--- src/rtl/adder_io_pkg.sv ---
// rtl/adder_io_pkg.sv - shared constants and button FSM encoding for the adder I/O stages
package adder_io_pkg;

   localparam int OPERAND_N     = 5;
   localparam int DB_CYCLES_DEF = 1000000;
   localparam int SYNC_STG_DEF  = 2;

   typedef enum logic [1:0] {
      IDLE         = 2'd0,
      PRESS_WAIT   = 2'd1,
      PRESSED      = 2'd2,
      RELEASE_WAIT = 2'd3
   } btn_state_e;

endpackage

--- src/rtl/operand_input_ctrl_if.sv ---
// rtl/operand_input_ctrl_if.sv - raw switch/button inputs and debounced operand outputs
interface operand_input_ctrl_if #(
   parameter int N = adder_io_pkg::OPERAND_N
);
   logic [N-1:0] A_in;
   logic [N-1:0] B_in;
   logic         Button;
   logic [N-1:0] A;
   logic [N-1:0] B;
   logic         sub;
   logic         btn_db;
   logic         upd;

   modport master (
      output A_in, B_in, Button,
      input  A, B, sub, btn_db, upd
   );

   modport slave (
      input  A_in, B_in, Button,
      output A, B, sub, btn_db, upd
   );
endinterface

--- src/rtl/sync_chain.sv ---
// rtl/sync_chain.sv - STAGES x WIDTH flop synchroniser with synchronous reset
module sync_chain #(
   parameter int WIDTH  = 1,
   parameter int STAGES = 2
) (
   input  logic             clk_i,
   input  logic             rst_i,
   input  logic [WIDTH-1:0] d_i,
   output logic [WIDTH-1:0] q_o
);
   logic [WIDTH-1:0] stg_q [STAGES];

   always_ff @(posedge clk_i) begin
      if (rst_i) begin
         for (int i = 0; i < STAGES; i++) stg_q[i] <= '0;
      end else begin
         stg_q[0] <= d_i;
         for (int i = 1; i < STAGES; i++) stg_q[i] <= stg_q[i-1];
      end
   end

   assign q_o = stg_q[STAGES-1];
endmodule

--- src/rtl/operand_input_ctrl.sv ---
// rtl/operand_input_ctrl.sv - sync/debounce of operand switches and add/sub button
// HOLD_MODE_EN: sub follows the debounced button level instead of toggling per press.
module operand_input_ctrl
   import adder_io_pkg::*;
#(
   parameter int N         = OPERAND_N,
   parameter int DB_CYCLES = DB_CYCLES_DEF,
   parameter int SYNC_STG  = SYNC_STG_DEF
) (
   input  logic                 CLK,
   input  logic                 RST,
   operand_input_ctrl_if.slave  io
);
   localparam int             CW      = $clog2(DB_CYCLES);
   localparam logic [CW-1:0]  CNT_MAX = CW'(DB_CYCLES - 1);

   logic [2*N-1:0] sw_s;
   logic           btn_s;

   sync_chain #(.WIDTH(2*N), .STAGES(SYNC_STG)) u_sync_sw (
      .clk_i (CLK), .rst_i (RST), .d_i ({io.A_in, io.B_in}), .q_o (sw_s)
   );

   sync_chain #(.WIDTH(1), .STAGES(SYNC_STG)) u_sync_btn (
      .clk_i (CLK), .rst_i (RST), .d_i (io.Button), .q_o (btn_s)
   );

   logic [2*N-1:0] sw_prev_q;
   logic [CW-1:0]  sw_cnt_q, sw_cnt_d;
   logic [N-1:0]   a_q, b_q;
   logic           sw_commit;

   always_comb begin
      sw_cnt_d = sw_cnt_q;
      if (sw_s != sw_prev_q)      sw_cnt_d = '0;
      else if (sw_cnt_q != CNT_MAX) sw_cnt_d = sw_cnt_q + 1'b1;
   end

   // Only a value that is still stable this cycle may commit; a late glitch restarts the count.
   assign sw_commit = (sw_cnt_q == CNT_MAX) && (sw_s == sw_prev_q) && (sw_s != {a_q, b_q});

   always_ff @(posedge CLK) begin
      if (RST) begin
         sw_prev_q <= '0;
         sw_cnt_q  <= '0;
         a_q       <= '0;
         b_q       <= '0;
      end else begin
         sw_prev_q <= sw_s;
         sw_cnt_q  <= sw_cnt_d;
         if (sw_commit) {a_q, b_q} <= sw_s;
      end
   end

   btn_state_e    state_q;
   logic [CW-1:0] bt_cnt_q;
   logic          btn_db_q;
   logic          press_evt, release_evt, mode_evt, sub_w;

   assign press_evt   = (state_q == PRESS_WAIT)   &&  btn_s && (bt_cnt_q == CNT_MAX);
   assign release_evt = (state_q == RELEASE_WAIT) && !btn_s && (bt_cnt_q == CNT_MAX);

   always_ff @(posedge CLK) begin
      if (RST) begin
         state_q  <= IDLE;
         bt_cnt_q <= '0;
         btn_db_q <= 1'b0;
      end else begin
         case (state_q)
            IDLE: begin
               bt_cnt_q <= '0;
               if (btn_s) state_q <= PRESS_WAIT;
            end
            PRESS_WAIT: begin
               if (!btn_s) begin
                  state_q  <= IDLE;
                  bt_cnt_q <= '0;
               end else if (press_evt) begin
                  state_q  <= PRESSED;
                  bt_cnt_q <= '0;
                  btn_db_q <= 1'b1;
               end else begin
                  bt_cnt_q <= bt_cnt_q + 1'b1;
               end
            end
            PRESSED: begin
               bt_cnt_q <= '0;
               if (!btn_s) state_q <= RELEASE_WAIT;
            end
            RELEASE_WAIT: begin
               if (btn_s) begin
                  state_q  <= PRESSED;
                  bt_cnt_q <= '0;
               end else if (release_evt) begin
                  state_q  <= IDLE;
                  bt_cnt_q <= '0;
                  btn_db_q <= 1'b0;
               end else begin
                  bt_cnt_q <= bt_cnt_q + 1'b1;
               end
            end
         endcase
      end
   end

`ifdef HOLD_MODE_EN
   assign sub_w    = btn_db_q;
   assign mode_evt = press_evt | release_evt;
`else
   logic sub_q;

   always_ff @(posedge CLK) begin
      if (RST)            sub_q <= 1'b0;
      else if (press_evt) sub_q <= ~sub_q;
   end

   assign sub_w    = sub_q;
   assign mode_evt = press_evt;
`endif

   logic upd_q;

   always_ff @(posedge CLK) begin
      if (RST) upd_q <= 1'b0;
      else     upd_q <= sw_commit | mode_evt;
   end

   assign io.A      = a_q;
   assign io.B      = b_q;
   assign io.sub    = sub_w;
   assign io.btn_db = btn_db_q;
   assign io.upd    = upd_q;
endmodule

--- src/flat_wrapper.sv ---
// flat-port wrapper written by rule: the top's interface ports become plain ports
module operand_input_ctrl_flat import adder_io_pkg::*;
#(
   parameter int N         = OPERAND_N,
   parameter int DB_CYCLES = DB_CYCLES_DEF,
   parameter int SYNC_STG  = SYNC_STG_DEF
)
  (CLK, RST, io_A_in, io_B_in, io_Button, io_A, io_B, io_sub, io_btn_db, io_upd);
  operand_input_ctrl_if #(.N(N)) io_i ();
  input  logic CLK;
  input  logic RST;
  input wire logic [$bits(io_i.A_in)-1:0] io_A_in;
  input wire logic [$bits(io_i.B_in)-1:0] io_B_in;
  input wire logic [$bits(io_i.Button)-1:0] io_Button;
  output wire logic [$bits(io_i.A)-1:0] io_A;
  output wire logic [$bits(io_i.B)-1:0] io_B;
  output wire logic [$bits(io_i.sub)-1:0] io_sub;
  output wire logic [$bits(io_i.btn_db)-1:0] io_btn_db;
  output wire logic [$bits(io_i.upd)-1:0] io_upd;
  assign io_i.A_in = io_A_in;
  assign io_i.B_in = io_B_in;
  assign io_i.Button = io_Button;
  assign io_A = io_i.A;
  assign io_B = io_i.B;
  assign io_sub = io_i.sub;
  assign io_btn_db = io_i.btn_db;
  assign io_upd = io_i.upd;
  operand_input_ctrl #(.N(N), .DB_CYCLES(DB_CYCLES), .SYNC_STG(SYNC_STG)) u_core (.CLK(CLK), .RST(RST), .io(io_i));
endmodule
--- config.mk ---
export PLATFORM = sky130hd
export DESIGN_NAME = operand_input_ctrl_flat
export DESIGN_NICKNAME = d
export VERILOG_FILES = /design/src/rtl/adder_io_pkg.sv /design/src/rtl/operand_input_ctrl_if.sv /design/src/rtl/sync_chain.sv /design/src/rtl/operand_input_ctrl.sv /design/src/flat_wrapper.sv
export SDC_FILE = /design/constraint.sdc
export NUM_CORES = 1
export LEC_CHECK = 0
export CAP_MARGIN = 20
export CORE_ASPECT_RATIO = 0.75
export CORE_MARGIN = 3
export CORE_UTILIZATION = 40
export DETAILED_ROUTE_END_ITERATION = 12
export PLACE_DENSITY = 0.64
export SLEW_MARGIN = 5
export SYNTH_ARGS = -nofsm -noshare
export SYNTH_HDL_FRONTEND = slang
export SYNTH_SLANG_ARGS = --single-unit
export TNS_END_PERCENT = 1
--- constraint.sdc ---
create_clock -name CLK -period 1.6 [get_ports CLK]
set_input_delay 0.32 -clock CLK [delete_from_list [all_inputs] [get_ports CLK]]
set_output_delay 0.32 -clock CLK [all_outputs]
set_load 0.005 [all_outputs]
After elaboration in Yosys (flattened, before gate mapping). Memory sizes are Yosys's and may differ from the RTL's. Index checks and enable logic that the tools add are counted.

Add/sub/neg operators: 2. $mul: 0. Divide/modulo/power cells: 0. Magnitude comparators: 0. Eq/ne operators: 17. Shift-type cells: 0. Multiplexer cells: 24. Bitwise operators: 6. Reductions and logical operators: 13.

Operators with widths (number): $mux 20 (4); $pmux 20 s3 (1); $add 20x1->20 const B (2); $eq 20x20->1 const B (2); $mux 10 (2); $ne 10x10->1 (2); $ne 20x20->1 const B (1); $mux 2 (6); $eq 10x10->1 (1); $mux 1 (9); $ne 2x1->1 const B (4); $pmux 2 s4 (1); $logic_and 1x1->1 (6); $or 1x1->1 (5); $reduce_and 5->1 (1); $eq 2x2->1 const B (2); $ne 2x2->1 const B (2); $reduce_and 4->1 (1); $reduce_or 2->1 (2); $ne 3x1->1 const B (1); $ne 3x3->1 const B (1); $eq 2x1->1 const B (1); $logic_not 2->1 (1); $pmux 1 s2 (1); other kinds (3) (3).

Flip-flop bits (word level): 65. Bits in latches: 0. Memory bits (writable): 22. ROM bits: 0. Input port bits: 13. Output and inout bits: 13. Logic and storage cells: 73. Memories kept: 2.

Memory list: u_core.u_sync_sw.stg_q (words 2, bits a word 10, rd ports 2, clocked after Yosys merged registers in 0, write ports 2, line sync_chain.sv:11) `logic [WIDTH-1:0] stg_q [STAGES];`; u_core.u_sync_btn.stg_q (words 2, bits a word 1, rd ports 2, clocked after Yosys merged registers in 0, write ports 2, line sync_chain.sv:11).

Longest topological paths before layout.
Depth after elaboration: 6. Gate-level depth with buffers: 7. Gate-level depth less buffers: 6.

By module. From an unflattened synthesis, not the netlist that was laid out.

Cells, all modules: 378. Area, all modules: 3716.1 sq um.

Modules (own cells, without submodules): operand_input_ctrl (times used 1, cells an instance 322, area each 2970.3 sq um, seq. area each 1301.2 sq um); sync_chain (u_core.u_sync_sw) (times used 1, cells an instance 52, area each 693.2 sq um, seq. area each 400.4 sq um); sync_chain (u_core.u_sync_btn) (times used 1, cells an instance 4, area each 52.6 sq um, seq. area each 40.0 sq um).

Worst setup path before layout. OpenSTA, ideal clock, no wires.

Path type: register to register. From: register u_core.sw_cnt_q[2]. To: register u_core.a_q[0], in the netlist u_core.io.A[0]. Setup time: 0.121 ns. Arrival: 1.480 ns. Required time: 1.479 ns. Setup slack: -0.001 ns. Stages on the path, launching flop included: 7. Path buffers: 1. Period minus slack after synthesis: 1.601 ns. Cells stage by stage: dfxtp_1 -> clkbuf_2 -> and4_1 -> nand2_2 -> nor3_4 -> nand3_4 -> mux2_2.

Longest elaborated chain between the ends: 3.

Ends and longest elaborated chain: start: declaration (line operand_input_ctrl.sv:29) `logic [CW-1:0] sw_cnt_q, sw_cnt_d;`; start signal: assignment (line operand_input_ctrl.sv:50) `sw_cnt_q <= sw_cnt_d;`; $eq 20x20->1 (line operand_input_ctrl.sv:40) `assign sw_commit = (sw_cnt_q == CNT_MAX) && (sw_s == sw_prev_q) && (sw_s != {a_q, b_q});`; $logic_and 1x1->1 (2 in series) (line operand_input_ctrl.sv:40); end signal: assignment (line operand_input_ctrl.sv:51) `if (sw_commit) {a_q, b_q} <= sw_s;`; end: declaration (line operand_input_ctrl.sv:30) `logic [N-1:0] a_q, b_q;`.

Every way passes these cells. A chain may end at the register's enable or synchronous reset.

==> results.yml <==
clocking:
  cts_tree: "built"
  htree_levels: 3
  holdBufCountCts: 0
  clkLatencyLatePin_ns: 0.33
  clock-root-buffer: "clkbuf_16"
  cts_buffers: 9
  clock_path_buffers: 2
  clock-sinks: 87
  clk_pin_slew_worst_paths_ns: 0.06
min_path:
  hp-class: "flop to flop"
critical_path:
  path_cells: "buf_4 -> xor2_1 -> nor4_2 -> buf_4 -> nand3_4 -> mux2_4"
  worstSetupStartpointType: "flop"
  cp.arrival_ns: 1.89
  worstPathRequired_ns: 1.82
  crit_path_frequent_cell: "buf_4"
  path_max_fanout: 5
  worst_setup_path_end_kind: "flop"
  crit_path_top_delay_cell: "dfxtp_2"
  max_stage_delay_ns: 0.34
  worst-setup-path-type: "flop to flop"
drt:
  vias_per_cell: 4.75
  dr.pass1.iters: 5
  drc: 0
  routedWlPerCell_um: 12.2
  drt_iter0_markers: 115
  drt-total-wl_mm: 6.77
  num_vias: 2624
  antenna_left: 0
sta:
  finalMaxSlewViolations: 0
  setup_ws_ns: -0.0686
  finalHoldViolCount: 0
  period_minus_slack_ns: 1.67
  skew_ns: 0.00582
  tns_ns: -0.590
  max_freq_mhz: 599
  setup_viol: 10
  tightestPinTransition_ns: 0.372
  period_share_pct: 104
  slew_headroom_pct: 75.2
  rsz0062_at_grt: "yes"
yosys:
  synth_top_area_share_pct: 50.1
  yosysMostFrequentCell: "dfxtp_1"
  synthesis.area_sq_um: 3470
  synth_largest_area_cell: "dfxtp_1"
  synthCells: 357
  syn_nets: 372
  synth_edf_count: 0
  ys_warn_count: 0
  synth_common_cells: "87 x dfxtp_1, 44 x nor2_1, 44 x nor2b_1"
  synth_area_leaders: "dfxtp_1 50%, xor2_1 8.1%, nor2b_1 7.9%"
  synthFlopType: "dfxtp_1"
  syn_area_per_cell_sq_um: 9.73
  async_flop_share_pct: 0
  yosysUniqueCellTypes: 34
  ys_seq_elements: 87
  seq_area_frac_synth_pct: 50.1
layout:
  layout.nets: 458
  nFillCells: 699
  stdcell_count: 553
  n_antenna_cell: 0
  drive_gt1_share_pct: 26.1
  final_util_pct: 58.0
  syn_to_final_growth_pct: 36.4
die:
  die_x_um: 114
  fp.coreArea_sq_um: 8160
  pin_count: 26
  start_util_pct: 42.6
  die_h_um: 86.7
  dieArea_sq_um: 9850
  num_rows: 28
placement:
  port_buffers: 25
  placedCellCount: 533
  place_congestion: 0.793
  hpwlAfterDp_mm: 4.71
grt:
  overflow: 0
  gr-usage-all-layers_pct: 14.8
  grt_max_degree: 21
  grt_pass1_vias: 2583
  grt_antenna_before_repair: 0
  grt_pass1_wl_mm: 11.7
power:
  power_density_nw_per_um2: 958
  p_switching_uw: 947
  comb_power_share_pct: 4.6
  seqPwrFrac_pct: 49.0
  p_leak_nw: 1.95
  p_total_mw: 4.54
  clock_power_share_pct: 46.4
  p_int_mw: 3.59
  vdd_drop_max_v: 0.000494
  swShare_pct: 20.9
flow_run:
  cap_violations: 0
run_status:
  status: "finished with violations"
  failed_checks: "negative setup slack"
[layout make-up]
| type | count | area (sq um) | share of cell area [%] |
|---|---|---|---|
| clock inverter | 5 | 66.3 | 1.40 |
| timing repair buffer | 84 | 734 | 15.5 |
| clock buffer | 11 | 243 | 5.12 |
| inverter | 4 | 15.0 | 0.317 |
| sequential | 87 | 1760 | 37.1 |
| tap | 105 | 131 | 2.77 |
| multi-input combinational | 257 | 1790 | 37.8 |
[worst max-delay path: cells and delay by family, from the launching register on]
| kind | cells | cell delay [ns] |
|---|---|---|
| AND/OR/NAND/NOR | 2 | 0.39 |
| flip-flops | 1 | 0.34 |
| buffers and inverters | 2 | 0.34 |
| multiplexers | 1 | 0.32 |
| XOR/XNOR | 1 | 0.17 |
[metrics by stage]
stage / cell area (sq um) / hold slack (ns) / setup WS [ns]
global placement: 4260 / 0.422 / -0.0785
global route: 4740 / 0.457 / -0.191
finish: 4740 / 0.437 / -0.0686
floorplan: 3470 / 0.413 / 0.00937
detailed placement: 4260 / 0.422 / -0.101
CTS: 4650 / 0.437 / -0.0487
[power by group through the flow]
| stage | registers, mW | logic [mW] | clock network, mW |
|---|---|---|---|
| 6_report | 2.22 | 0.207 | 2.11 |
| 5_1_grt | 2.23 | 0.229 | 2.26 |
| 4_1_cts | 2.22 | 0.204 | 2.16 |
| 3_5_place_dp | 2.27 | 0.185 | 0 |
| 3_3_place_gp | 2.27 | 0.183 | 0 |
| 2_1_floorplan | 2.27 | 0.0924 | 0 |
[sequential cells by signal, indices dropped and copies added, names as in the netlist, named ones only]
register                 count
u_core.io.A                  5
u_core.u_sync_btn.stg_q      2
u_core.bt_cnt_q             20
u_core.io.B                  5
u_core.sw_prev_q            10
u_core.u_sync_sw.stg_q      20
u_core.io.upd                1
u_core.state_q               1
u_core.io.btn_db             1
u_core.sw_cnt_q             20
u_core.io.sub                1
[worst paths after layout]
path	slack, ns	cells past startpoint	endpoint	start
hold / removal	0.44	1	u_core.u_sync_sw.stg_q[0][15]	u_core.u_sync_sw.stg_q[0][5]
hold reg to reg	0.44	1	u_core.u_sync_sw.stg_q[0][15]	u_core.u_sync_sw.stg_q[0][5]
setup reg to reg	-0.07	6	u_core.io.B[0]	u_core.u_sync_sw.stg_q[0][15]
setup / recovery	-0.07	6	u_core.io.B[0]	u_core.u_sync_sw.stg_q[0][15]
[per-layer routing]
metal | share of wire (%) | GRT usage (%) | vias to the layer above
li1 | - | - | 1376
met1 | 49 | 18.9 | 1193
met2 | 45 | 23.8 | 45
met3 | 4.1 | 5.09 | 10
met4 | 1.4 | 4.04 | 0
met5 | 0 | 0 | -
[cells by family (layout without fill, tap and decap cells)]
family | Yosys count | after routing | synth area share [%]
adders and majority gates | 2 | 2 | 0.720
xor gates and xnor gates | 56 | 56 | 14.1
muxes | 10 | 10 | 3.24
and+or+nand+nor | 179 | 180 | 28.7
buffers and inverters | 14 | 104 | 1.66
AOI/OAI and AO/OA | 9 | 9 | 1.44
DFF | 87 | 87 | 50.1
[cells in the final DEF (no fill, tap or decap), drive strengths merged]
cell type and count:
and4 5, nor2 44, nand3b 2, nor4 8, ha 2, xnor2 24
nand3 18, buf 59, o21ai 1, nand2b 1, nor2b 44, bufinv 1
inv 5, o31ai 1, clkinvlp 1, clkinv 2, a31oi 2, and2 2
a21oi 5, nand2 21, nor3 8, dfxtp 87, clkdlybuf4s50 17, nand4 14
or4 1, dlymetal6s2s 5, dlygate4sd2 3, nor3b 2, clkbuf 11, nor4b 2
xor2 32, and4b 1, mux2 10, and3 7
[timing repair]
action                     CTS  global route
gates resized for setup     19            22
buffers inserted             1             2
gates cloned                 1             0
setup endpoints to repair   38            53
pin swaps                    5             7
Power figures use the tool's default switching activity.
